**src/rtl/queue_reader.sv**
```systemverilog
// queue_reader: consumer end of the message queue. Issues one-cycle read
// requests, captures the queue's answer one cycle later, holds the message
// for a valid/ready handoff downstream, and rate-limits empty polls with a
// backoff counter. Delivered messages and empty polls are counted (saturating).
module queue_reader #(
    parameter int msg_width = 8,
    parameter int backoff   = 4,
    parameter int cnt_width = 16
) (
    input  logic                 clock,
    input  logic                 reset,
    input  logic                 enable,
    input  logic [msg_width-1:0] q_read,
    input  logic                 q_read_en,
    output logic                 q_read_ack,
    output logic [msg_width-1:0] out_msg,
    output logic                 out_valid,
    input  logic                 out_ready,
    output logic [cnt_width-1:0] msg_count,
    output logic [cnt_width-1:0] empty_count,
    output logic                 stray_err
);

    localparam int CTR_W = (backoff > 1) ? $clog2(backoff) : 1;
    localparam logic [CTR_W-1:0] CTR_LOAD = CTR_W'(backoff - 1);

    localparam logic [2:0] ST_IDLE    = 3'd0;
    localparam logic [2:0] ST_REQ     = 3'd1;
    localparam logic [2:0] ST_WAIT    = 3'd2;
    localparam logic [2:0] ST_HOLD    = 3'd3;
    localparam logic [2:0] ST_BACKOFF = 3'd4;

    logic [2:0]           state_q, state_d;
    logic [CTR_W-1:0]     ctr_q, ctr_d;
    logic                 ack_q, ack_d;
    logic [msg_width-1:0] out_msg_q, out_msg_d;
    logic                 out_valid_q, out_valid_d;
    logic [cnt_width-1:0] msg_count_q, msg_count_d;
    logic [cnt_width-1:0] empty_count_q, empty_count_d;
    logic                 stray_q, stray_d;

    // Next-state, datapath and counter logic for the poll/hold/backoff FSM
    always_comb begin
        state_d       = state_q;
        ctr_d         = ctr_q;
        out_msg_d     = out_msg_q;
        out_valid_d   = out_valid_q;
        msg_count_d   = msg_count_q;
        empty_count_d = empty_count_q;
        stray_d       = stray_q | (q_read_en && (state_q != ST_WAIT));

        case (state_q)
            ST_IDLE: begin
                if (enable) begin
                    state_d = ST_REQ;
                end
            end
            ST_REQ: begin
                state_d = ST_WAIT;
            end
            ST_WAIT: begin
                if (q_read_en) begin
                    out_msg_d   = q_read;
                    out_valid_d = 1'b1;
                    state_d     = ST_HOLD;
                end else begin
                    if (empty_count_q != '1) begin
                        empty_count_d = empty_count_q + cnt_width'(1);
                    end
                    ctr_d   = CTR_LOAD;
                    state_d = ST_BACKOFF;
                end
            end
            ST_HOLD: begin
                if (out_ready) begin
                    out_valid_d = 1'b0;
                    if (msg_count_q != '1) begin
                        msg_count_d = msg_count_q + cnt_width'(1);
                    end
                    state_d = enable ? ST_REQ : ST_IDLE;
                end
            end
            ST_BACKOFF: begin
                if (ctr_q == '0) begin
                    state_d = enable ? ST_REQ : ST_IDLE;
                end else begin
                    ctr_d = ctr_q - CTR_W'(1);
                end
            end
            default: begin
                state_d = ST_IDLE;
            end
        endcase

        // Request is registered from the next state so it is high exactly
        // while the FSM sits in REQ.
        ack_d = (state_d == ST_REQ);
    end

    // State and output registers with synchronous active-high reset
    always_ff @(posedge clock) begin
        if (reset) begin
            state_q       <= ST_IDLE;
            ctr_q         <= '0;
            ack_q         <= 1'b0;
            out_msg_q     <= '0;
            out_valid_q   <= 1'b0;
            msg_count_q   <= '0;
            empty_count_q <= '0;
            stray_q       <= 1'b0;
        end else begin
            state_q       <= state_d;
            ctr_q         <= ctr_d;
            ack_q         <= ack_d;
            out_msg_q     <= out_msg_d;
            out_valid_q   <= out_valid_d;
            msg_count_q   <= msg_count_d;
            empty_count_q <= empty_count_d;
            stray_q       <= stray_d;
        end
    end

    assign q_read_ack  = ack_q;
    assign out_msg     = out_msg_q;
    assign out_valid   = out_valid_q;
    assign msg_count   = msg_count_q;
    assign empty_count = empty_count_q;
    assign stray_err   = stray_q;

endmodule
```
**config.mk**
```make
export PLATFORM = sky130hd
export DESIGN_NAME = queue_reader
export DESIGN_NICKNAME = d
export VERILOG_FILES = /design/src/rtl/queue_reader.sv
export SDC_FILE = /design/constraint.sdc
export NUM_CORES = 1
export LEC_CHECK = 0
export ABC_AREA = 1
export BUFFER_PORTS_ARGS = -buffer_cell sky130_fd_sc_hd__clkbuf_2
export CAP_MARGIN = 15
export CORE_ASPECT_RATIO = 1.75
export CORE_MARGIN = 5
export CORE_UTILIZATION = 54
export CTS_CLUSTER_DIAMETER = 80
export DETAILED_ROUTE_END_ITERATION = 10
export GPL_TIMING_DRIVEN = 1
export PLACE_DENSITY_LB_ADDON = 0.3
export SYNTH_ARGS = -nofsm -noshare
export SYNTH_HDL_FRONTEND = slang
export SYNTH_SLANG_ARGS = --single-unit
```
**constraint.sdc**
```tcl
create_clock -name clock -period 1.95 [get_ports clock]
set_input_delay 0.2925 -clock clock [delete_from_list [all_inputs] [get_ports clock]]
set_output_delay 0.2925 -clock clock [all_outputs]
set_load 0.01 [all_outputs]
```
Yosys cells after proc, flatten, opt, wreduce, memory -nomap -nowiden
Index checks and enable logic that the tools add are counted.
{ "totals": {"register_bits": 48, "latch_bits": 0, "ram_bits": 0, "rom_bits": 0, "inputBits": 13, "output_inout_bits": 43, "n_memories": 0} }
{ "op_classes": {"n_addsub": 3, "n_mul": 0, "div_mod_pow": 0, "magnitude_cmp": 0, "eq_ne": 12, "shifts": 0, "muxes": 12, "n_bitwise": 2, "n_reduce_logical": 10} }
{ "op_table": {"columns": ["operator", "count"], "rows": [
  ["$add A16 B1 Y16 const B", 2],
  ["$ne A16 B16 Y1 const B", 2],
  ["$pmux W3 S5", 1],
  ["$mux W3", 4],
  ["$reduce_and A3 Y1", 4],
  ["$ne A2 B2 Y1 const B", 4],
  ["$eq A3 B1 Y1 const B", 2],
  ["$eq A3 B2 Y1 const B", 2],
  ["$mux W2", 2],
  ["$pmux W2 S2", 1],
  ["$reduce_bool A2 Y1", 2],
  ["$eq A3 B3 Y1 const B", 1],
  ["$logic_not A3 Y1", 1],
  ["$mux W1", 3],
  ["$ne A3 B2 Y1 const B", 1],
  ["$logic_not A2 Y1", 1],
  ["$pmux W1 S2", 1],
  ["$reduce_and A2 Y1", 1],
  ["$sub A2 B1 Y2 const B", 1],
  ["$logic_and A1 B1 Y1", 1],
  ["$not A1 Y1", 1],
  ["$or A1 B1 Y1", 1]
]} }

Logic depth before layout (Yosys ltp)
Gate-level depths: netlist of the first run.
{ "depth": {"depth_word": 4, "mapped_depth": 10, "ltp_nobuf": 10} }

Least setup slack after synthesis of the first run
No wires, ideal clock.
{ "synth_path": {"path_kind": "register to register", "start": "register empty_count_q[0], in the netlist empty_count[0]", "end": "register empty_count_q[3], in the netlist empty_count[3]", "arrival_time_ns": 1.424, "t_required_ns": 1.835, "setup_slack_ns": 0.411, "stages_incl_launch_ff": 10, "n_path_buf": 1, "synth_period_minus_slack_ns": 1.539, "cell_sequence": "dfxtp_1 -> ha_1 -> inv_1 -> nor2_4 -> nand3_2 -> nand2_4 -> nand2_4 -> buf_6 -> a21oi_1 -> nor2_1"} }
{ "synth_between": {"elab_chain_len": 2, "word_cells_on_any_way": 3} }
{ "synth_lines": {"columns": ["item", "line_no", "text"], "rows": [
  ["start: declaration", "39", "logic [cnt_width-1:0] empty_count_q, empty_count_d;"],
  ["start signal: assignment", "118", "empty_count_q <= empty_count_d;"],
  ["branches (longest 2 deep; another with $add A16 B1 Y16)", null, null]
]} }
Parallel ways; which one is timed is not known.
A chain may end at the register's enable or synchronous reset.

Worst setup path in the final report of the first run
{ "layout_path": {"start": "register msg_count_q[0], in the netlist msg_count[0]", "end": "register msg_count_q[12], in the netlist msg_count[12]"} }
{ "layout_between": {"elab_chain_len": 2, "word_cells_on_any_way": 3} }
{ "layout_lines": {"columns": ["item", "line_no", "text"], "rows": [
  ["start: declaration", "38", "logic [cnt_width-1:0] msg_count_q, msg_count_d;"],
  ["start signal: assignment", "117", "msg_count_q <= msg_count_d;"],
  ["branches (longest 2 deep; another with $add A16 B1 Y16)", null, null]
]} }
Parallel ways; which one is timed is not known.

==> flow_summary.json, run 1 <==
{
  "rsz0062_at_grt": "false",
  "syn_to_final_growth_pct": 16.4,
  "min_period_ns": 1.66,
  "start_util_pct": 56.2,
  "synth-edff-count": 0,
  "die_h_um": 103,
  "synth_seq_cells": 48,
  "critPathCaptureType": "flip-flop",
  "use_met1_pct": 20.0,
  "grt_pass1_wl_um": 10800,
  "fill_cells": 459,
  "drt_pass1_iterations": 4,
  "max_cap_violations": 0,
  "dp_hpwl_um": 5070,
  "report.final.slew_viol_count": 0,
  "top_usage_layer": "met2",
  "vias_per_cell": 5.30,
  "num_rows": 33,
  "drt_wl_total_um": 6540,
  "relSlewSlack_pct": 78.4,
  "synth_top_cell_by_area": "dfxtp_1",
  "ir_drop_uv": 589,
  "slowest_stage": "dfxtp_1",
  "drive_above_1_share_pct": 21.7,
  "synth_top_area_share_pct": 36.3,
  "grt_pass1_vias": 2470,
  "synthArstFlopShare_pct": 0,
  "synth.area.top_cells": "dfxtp_1 36%, nand2_1 14%, nor2_1 9.8%, a21oi_1 5.3%, nand3_1 5.3%",
  "status": "complete, no violations",
  "post_drt_wl_per_cell_um": 13.0,
  "grt_max_degree": 25,
  "yosysSeqAreaShare_pct": 36.3,
  "hold_viol": 0,
  "postCtsSetupBuffers": 0,
  "grt_use_met3_pct": 3.71,
  "cts_resized": 0,
  "antenna_cells": 0,
  "cts_root_buf": "clkbuf_8",
  "grt_usage_pct": 20.6,
  "fin_total_pwr_mw": 1.93,
  "core_area_um2": 4710,
  "dp_slack_ns": 0.300,
  "synth-main-ff-cell": "dfxtp_1",
  "avgSynthCellArea_um2": 6.76,
  "grt_antenna_before_repair": 0,
  "vias": 2664,
  "ios": 56,
  "fin_setup_tns_ns": 0,
  "hold_buffers": 0,
  "cp_slowest_stage_delay_ns": 0.41,
  "yosysWarnings": 0,
  "worst_pin_slew_ns": 0.322,
  "criticalPathCategory": "flip-flop to flip-flop",
  "overflow": 0,
  "clk_pin_slew_worst_paths_ns": 0.10,
  "cp.required_ns": 2.16,
  "worstPathCellList": "ha_1, inv_1, nor2_2, nand2_4, nor2_4, nor2_4, buf_4, nand2_1, nand2_1, inv_1, nor2_1",
  "synth_most_common_cell": "nand2_1",
  "crit_buf_inv": 3,
  "cp_top_family": "simple AND/OR/NAND/NOR gates",
  "fin_nets": 467,
  "max_freq_ghz": 0.601,
  "cts_tree": "done",
  "gp_congestion": 0.893,
  "hold_class": "input pin to flip-flop",
  "critical_path_peak_fanout": 11,
  "cts.sinks": 48,
  "cts_max_path_buffers": 2,
  "die_area_um2": 6450,
  "ant_nets": 0,
  "worstPathArrival_ns": 1.88,
  "worst_slack_ns": 0.286,
  "cts-buffers-inserted": 5,
  "finalClockSkew_ns": 0.0104,
  "ys_types": 28,
  "grtUsageMet2_pct": 41.1,
  "synth_common_cells": "99 x nand2_1, 69 x nor2_1, 48 x dfxtp_1",
  "clock_latency_ns": 0.31,
  "synth_fp_nets": 408,
  "finalCritPeriodShare_pct": 85.3,
  "synth_cells": 391,
  "syn-cell-area_um2": 2640,
  "cp-start-kind": "flip-flop",
  "drc": 0,
  "ctsHtreeMaxLevel": 2,
  "leakagePower_nw": 1.28,
  "numPortBuffers": 55,
  "die_w_um": 62.9,
  "cellPowerDensity_nw_per_um2": 628,
  "finalSetupViolCount": 0,
  "first_iter_violations": 91
}
-- worst min-delay path: stages --
cell and delay (ns):
clkbuf_2 0.07, nor2_1 0.04, nor2_1 0.08
-- final cells by class --
type | count | area, um^2 | area share, %
Timing Repair Buffer | 60 | 313 | 10.2
Clock inverter | 3 | 47.5 | 1.55
Clock buffer | 5 | 68.8 | 2.24
Multi-Input combinational cell | 296 | 1480 | 47.9
Inverter | 39 | 146 | 4.76
Sequential cell | 48 | 961 | 31.2
Tap cell | 52 | 65.1 | 2.11
-- per-stage QoR --
| stage | instances | util (%) | hold slack (ns) | area [um^2] |
|---|---|---|---|---|
| CTS | 503 | 65.4 | 0.198 | 3080 |
| global placement | 495 | 62.9 | 0.456 | 2960 |
| finish | 503 | 65.4 | 0.204 | 3080 |
| global route | 503 | 65.4 | 0.208 | 3080 |
| detailed placement | 495 | 62.9 | 0.456 | 2960 |
| floorplan | 391 | - | 0.372 | 2640 |
-- state kept, by name, indices dropped and copies added (netlist names) --
name,count
empty_count,16
msg_count,16
out_msg,8
state_q,3
ctr_q,2
out_valid,1
q_read_ack,1
stray_err,1
-- where the power goes --
part           internal, mW  switching [mW]
Clock                 0.387           0.358
Sequential             1.00          0.0163
Combinational        0.0574           0.110
Total                  1.45           0.485
-- metal layers --
metal | vias to the layer above | share of wire (%)
met4 | 0 | 3.1
met5 | - | 0
met3 | 13 | 4.2
met1 | 1220 | 36
met2 | 67 | 56
li1 | 1364 | -
-- cell usage in the layout, fill, tap and decap left out, types with 6 or more instances in the layout --
cell type / netlist / routed
nand2_1: 99 / 99
nor2_1: 69 / 69
clkbuf_2: 0 / 55
dfxtp_1: 48 / 48
inv_1: 37 / 37
a21oi_1: 28 / 28
nand3_1: 28 / 28
o21ai_0: 13 / 13
nor3_1: 7 / 7
nand4_1: 7 / 7
nor2_4: 6 / 6
nand3_2: 6 / 6
-- cell families (layout without fill, tap and decap cells) --
| kind of cell | Yosys count | in the layout | synth area share (%) |
|---|---|---|---|
| adders and majority gates | 4 | 4 | 1.89 |
| xor gates and xnor gates | 6 | 6 | 1.99 |
| buffers and inverters | 47 | 107 | 7.86 |
| AOI/OAI and AO/OA | 47 | 47 | 9.70 |
| DFF | 48 | 48 | 36.3 |
| and+or+nand+nor | 239 | 239 | 42.2 |
-- worst paths after layout --
| check | start | endpoint | slack [ns] | cells after the start |
|---|---|---|---|---|
| setup reg to reg | msg_count[0] | msg_count[12] | 0.29 | 11 |
| hold / removal | q_read[0] | out_msg[0] | 0.20 | 3 |
| setup / recovery | msg_count[0] | msg_count[12] | 0.29 | 11 |
| hold reg to reg | stray_err | stray_err | 0.49 | 2 |
(Power assumes the default switching activity.)
==> inputs of run 2 (changes only) <==
ABC_AREA = 0   (was 1)
CORE_UTILIZATION = 53   (was 54)
==> run 2 against run 1 <==
Effect of this change: hold slack gained 0.00091 ns; via count shrank 9.9%; critical path depth shrank 7; clock power shrank 3.5%; die area shrank 5.3%; total power shrank 4.2%; cell count shrank 19%; wire length shrank 9.5%; core utilization grew 2.0 points; sequential share of layout area grew 0.89 points.
==> flow_summary.json, run 2 <==
{
  "grt_antenna_before_repair": 0,
  "ant_nets": 0,
  "cts_tree": "done",
  "worstPathCellList": "nor4b_4, nand2_2, nor4_1, mux2_1",
  "finalCritPeriodShare_pct": 91.8,
  "min_period_ns": 1.79,
  "synth_seq_cells": 48,
  "post_drt_wl_per_cell_um": 14.5,
  "leakagePower_nw": 1.18,
  "ios": 56,
  "cts_root_buf": "clkbuf_8",
  "synth_common_cells": "48 x dfxtp_1, 30 x a21oi_1, 30 x nand2_1",
  "grt_max_degree": 50,
  "ir_drop_uv": 600,
  "start_util_pct": 54.8,
  "grt_pass1_vias": 2210,
  "worstPathArrival_ns": 1.99,
  "drc": 0,
  "cp-start-kind": "flip-flop",
  "first_iter_violations": 98,
  "cp_top_family": "simple AND/OR/NAND/NOR gates",
  "cp.required_ns": 2.15,
  "fin_nets": 372,
  "finish.utilization_pct": 67.3,
  "synth.area.top_cells": "dfxtp_1 39%, mux2_2 7.4%, a21oi_1 6.2%, nand2_1 4.6%, nor2_1 4.0%",
  "syn_to_final_growth_pct": 22.7,
  "finalSetupViolCount": 0,
  "cp_slowest_stage_delay_ns": 0.40,
  "rsz0062_at_grt": "false",
  "hold_class": "input pin to flip-flop",
  "drive_above_1_share_pct": 30.6,
  "status": "complete, no violations",
  "clk_pin_slew_worst_paths_ns": 0.09,
  "synth_cells": 288,
  "vias": 2401,
  "ys_types": 44,
  "synth_top_cell_by_area": "dfxtp_1",
  "die_w_um": 61.3,
  "worst_pin_slew_ns": 0.402,
  "syn-cell-area_um2": 2440,
  "grt_usage_pct": 20.7,
  "vias_per_cell": 5.90,
  "core_area_um2": 4440,
  "report.final.slew_viol_count": 0,
  "grt_pass1_wl_um": 9760,
  "synth_top_area_share_pct": 39.4,
  "layout_commonest_cell": "clkbuf_2",
  "antenna_cells": 0,
  "reg2reg_from": "state_q[2]",
  "crit_buf_inv": 0,
  "synth-edff-count": 0,
  "cellPowerDensity_nw_per_um2": 619,
  "criticalPathCategory": "flip-flop to flip-flop",
  "critPathCaptureType": "flip-flop",
  "drt_wl_total_um": 5910,
  "yosysSeqAreaShare_pct": 39.4,
  "synthArstFlopShare_pct": 0,
  "synth_fp_nets": 305,
  "relSlewSlack_pct": 73.1,
  "dp_hpwl_um": 4450,
  "gp_congestion": 0.888,
  "cts_max_path_buffers": 2,
  "seq_area_um2": 961,
  "synth-main-ff-cell": "dfxtp_1",
  "num_rows": 32,
  "critical_path_peak_fanout": 9,
  "clock_latency_ns": 0.31,
  "avgSynthCellArea_um2": 8.46,
  "final_cell_mix": "55 x clkbuf_2, 48 x dfxtp_1, 30 x nand2_1, 30 x a21oi_1, 26 x nor2_1",
  "die_h_um": 99.7,
  "synth_most_common_cell": "dfxtp_1",
  "max_freq_ghz": 0.558,
  "crit_start": "state_q[2]",
  "drt_pass1_iterations": 4,
  "cts-buffers-inserted": 5,
  "min_from": "q_read[6]",
  "max_cap_violations": 0,
  "hold_viol": 0,
  "yosysWarnings": 0,
  "cts.sinks": 48,
  "slowest_stage": "dfxtp_1",
  "fin_setup_tns_ns": 0,
  "multi_input_area_um2": 1410,
  "die_area_um2": 6110,
  "ctsHtreeMaxLevel": 2,
  "numPortBuffers": 55,
  "overflow": 0,
  "finalClockSkew_ns": 0.00830,
  "fill_cells": 382
}
## run 2: changes by cell type in the layout (fill, tap and decap cells not counted), sizes merged, moves of 14 or more
cell,change
mux2,+17
nor2,-53
inv,-33
nor2b,+15
o21ai,-14
nand2,-76
nand3,-22
## run 2: timing repair
| item | 4_1_cts | 5_1_grt |
|---|---|---|
| endpoints found under the setup margin | 0 | 3 |
| buffers inserted | 0 | 0 |
| resized for setup | 0 | 2 |
| hold buffers | 0 | 0 |
## run 2: final timing paths
check / end / slack [ns] / cells past startpoint
worst max-delay path: empty_count[8] / 0.16 / 4
worst min register to register: out_msg[5] / 0.46 / 2
worst min-delay path: out_msg[6] / 0.20 / 3
worst max register to register: empty_count[8] / 0.16 / 4
## run 2: area by class of cell
| cell class | count | area share [%] |
|---|---|---|
| tap | 51 | 2.13 |
| sequential | 48 | 32.1 |
| timing repair buffer | 73 | 14.1 |
| clock inverter | 3 | 1.42 |
| clock buffer | 5 | 2.30 |
| multi-input combinational | 222 | 47.3 |
| inverter | 5 | 0.627 |
## run 2: metal layers
metal	vias up	share of wire, %	global-route usage (%)
li1	1187	-	-
met1	1110	38	22.3
met2	84	53	36.1
met3	20	5.3	4.29
met4	0	3.2	10.5
met5	-	0	0
## run 2: through the flow
stage	worst slack [ns]	cells	total power [mW]	instance area, um^2	hold slack [ns]
floorplan	0.214	288	1.11	2440	0.428
global placement	0.185	399	1.15	2870	0.442
detailed placement	0.126	399	1.16	2870	0.447
CTS	0.109	407	1.87	2980	0.205
global route	0.0278	407	1.93	2990	0.206
finish	0.159	407	1.85	2990	0.204
## run 2: power breakdown
group | internal, mW | total, mW | switching [mW]
logic | 0.0545 | 0.129 | 0.0747
registers | 0.995 | 1.00 | 0.0100
clock network | 0.379 | 0.718 | 0.338
## run 2: tightest hold or removal path, stage by stage
cell and delay, ns:
clkbuf_2 0.08, nand2_1 0.04, a21oi_1 0.05
## run 2: kinds of logic after synthesis
kind of cell	after synthesis	synth area share, %
DFF	48	39.4
muxes	19	8.68
adders and majority gates	4	2.05
and+or+nand+nor	149	34.5
buffers and inverters	18	3.08
AOI/OAI and AO/OA	50	12.3
==> inputs of run 3 (changes only) <==
REMOVE_ABC_BUFFERS = 1   (was default)
==> run 3 against run 2 <==
Effect of this change: clock power fell by 12%; wire length fell by 2.6%; worst setup slack got worse by 0.017 ns; hold slack better by 0.0082 ns; die area stayed put; flip-flop and latch count unchanged; via count fell by 2.4%; sequential share of layout area is 0.41 points higher; register-to-register slack lost 0.02 ns; sequential power barely moved; combinational power is essentially flat; critical endpoint is now msg_count[5]; largest cell class unchanged; largest power group unchanged.
==> flow_summary.json, run 3 (synthesis results as in run 2) <==
{
  "status": "complete, no violations",
  "leakagePower_nw": 1.16,
  "grt_pass1_wl_um": 9800,
  "grt_pass1_vias": 2234,
  "max_freq_ghz": 0.553,
  "vias": 2343,
  "fin_setup_tns_ns": 0,
  "min_period_ns": 1.81,
  "grt_antenna_before_repair": 0,
  "hold_class": "input pin to flip-flop",
  "seq_area_um2": 961,
  "drc": 0,
  "postCtsSetupBuffers": 0,
  "finalClockSkew_ns": 0.00614,
  "cp.required_ns": 2.14,
  "post_drt_wl_per_cell_um": 14.3,
  "first_iter_violations": 160,
  "final_cell_mix": "55 x clkbuf_2, 48 x dfxtp_1, 30 x nand2_1, 30 x a21oi_1, 26 x nor2_1",
  "final_cells": 403,
  "drt_pass1_iterations": 4,
  "num_rows": 32,
  "fill_cells": 397,
  "critical_path_peak_fanout": 8,
  "relSlewSlack_pct": 74.6,
  "hold_ws_ns": 0.213,
  "gp_congestion": 0.781,
  "hold_viol": 0,
  "drive_above_1_share_pct": 29.3,
  "ios": 56,
  "regToRegSetupSlack_ns": 0.14,
  "core_area_um2": 4440,
  "antenna_cells": 0,
  "finish.utilization_pct": 66.5,
  "max_cap_violations": 0,
  "start_util_pct": 54.8,
  "vias_per_cell": 5.81,
  "rsz0062_at_grt": "false",
  "critPathCaptureType": "flip-flop",
  "multi_input_area_um2": 1400,
  "fin_nets": 369,
  "ant_nets": 0,
  "cts_resized": 0,
  "criticalPathCategory": "flip-flop to flip-flop",
  "drt_wl_total_um": 5760,
  "die_w_um": 61.3,
  "cts.sinks": 48,
  "dp_cells": 396,
  "fin_area_um2": 2950,
  "grt_max_degree": 67,
  "numPortBuffers": 55,
  "report.final.slew_viol_count": 0,
  "finalSetupViolCount": 0,
  "cts-buffers-inserted": 5,
  "cts_tree": "done",
  "cts_max_path_buffers": 2,
  "layout_commonest_cell": "clkbuf_2",
  "cts_root_buf": "clkbuf_8",
  "finalCritPeriodShare_pct": 92.7,
  "worst_pin_slew_ns": 0.380,
  "clock_latency_ns": 0.29,
  "ctsHtreeMaxLevel": 2,
  "cp-start-kind": "flip-flop",
  "cellPowerDensity_nw_per_um2": 598,
  "ir_drop_uv": 483,
  "grt_usage_pct": 20.3,
  "die_area_um2": 6110,
  "hold_buffers": 0,
  "dpl_cell_area_um2": 2860,
  "dp_hpwl_um": 4360,
  "die_h_um": 99.7,
  "clk_pin_slew_worst_paths_ns": 0.09,
  "worstPathArrival_ns": 1.99,
  "overflow": 0,
  "syn_to_final_growth_pct": 21.2
}
## run 3: changes by cell type in the layout (fill, tap and decap cells not counted), sizes merged
cell | before | now
bufinv | 1 | 0
clkinv | 1 | 0
clkinvlp | 1 | 0
clkbuf | 60 | 62
buf | 18 | 15
## run 3: worst max-delay path, stage by stage, from the launching register on
cell	delay [ns]
dfxtp_1	0.39
and4b_2	0.40
nand2_1	0.20
a211oi_1	0.35
mux2_2	0.37
## run 3: worst paths after layout
kind,startpoint,endpoint,cells after the start
worst max-delay path,state_q[2],msg_count[5],4
worst min-delay path,q_read[6],out_msg[6],3
worst max register to register,state_q[2],msg_count[5],4
worst min register to register,out_msg[2],out_msg[2],2
## run 3: report_power, final
| part | total (mW) | leakage [nW] | internal (mW) | switching, mW |
|---|---|---|---|---|
| clock network | 0.631 | 0.0503 | 0.316 | 0.314 |
| registers | 1.01 | 0.388 | 0.995 | 0.0107 |
| logic | 0.129 | 0.725 | 0.0549 | 0.0745 |
| total | 1.77 | 1.16 | 1.37 | 0.399 |
## run 3: area by class of cell
type,instances,area share [%]
multi-input combinational,222,47.4
sequential,48,32.5
timing repair buffer,70,14.0
clock buffer,7,3.26
tap,51,2.16
inverter,5,0.635
## run 3: routing by layer
layer	share of wire (%)	wire (um)	track usage, %	vias to the layer above
met5	0	0	0	-
met4	2.4	140	7.18	0
met3	4.4	255	3.51	15
met2	57	3260	38.2	64
met1	37	2100	21.0	1088
li1	-	-	-	1176
## run 3: per-stage QoR
stage,total power [mW],worst slack [ns]
3_5_place_dp,1.16,0.118
4_1_cts,1.78,0.145
5_1_grt,1.84,0.0107
6_report,1.77,0.142
3_3_place_gp,1.16,0.136
2_1_floorplan,1.09,0.105
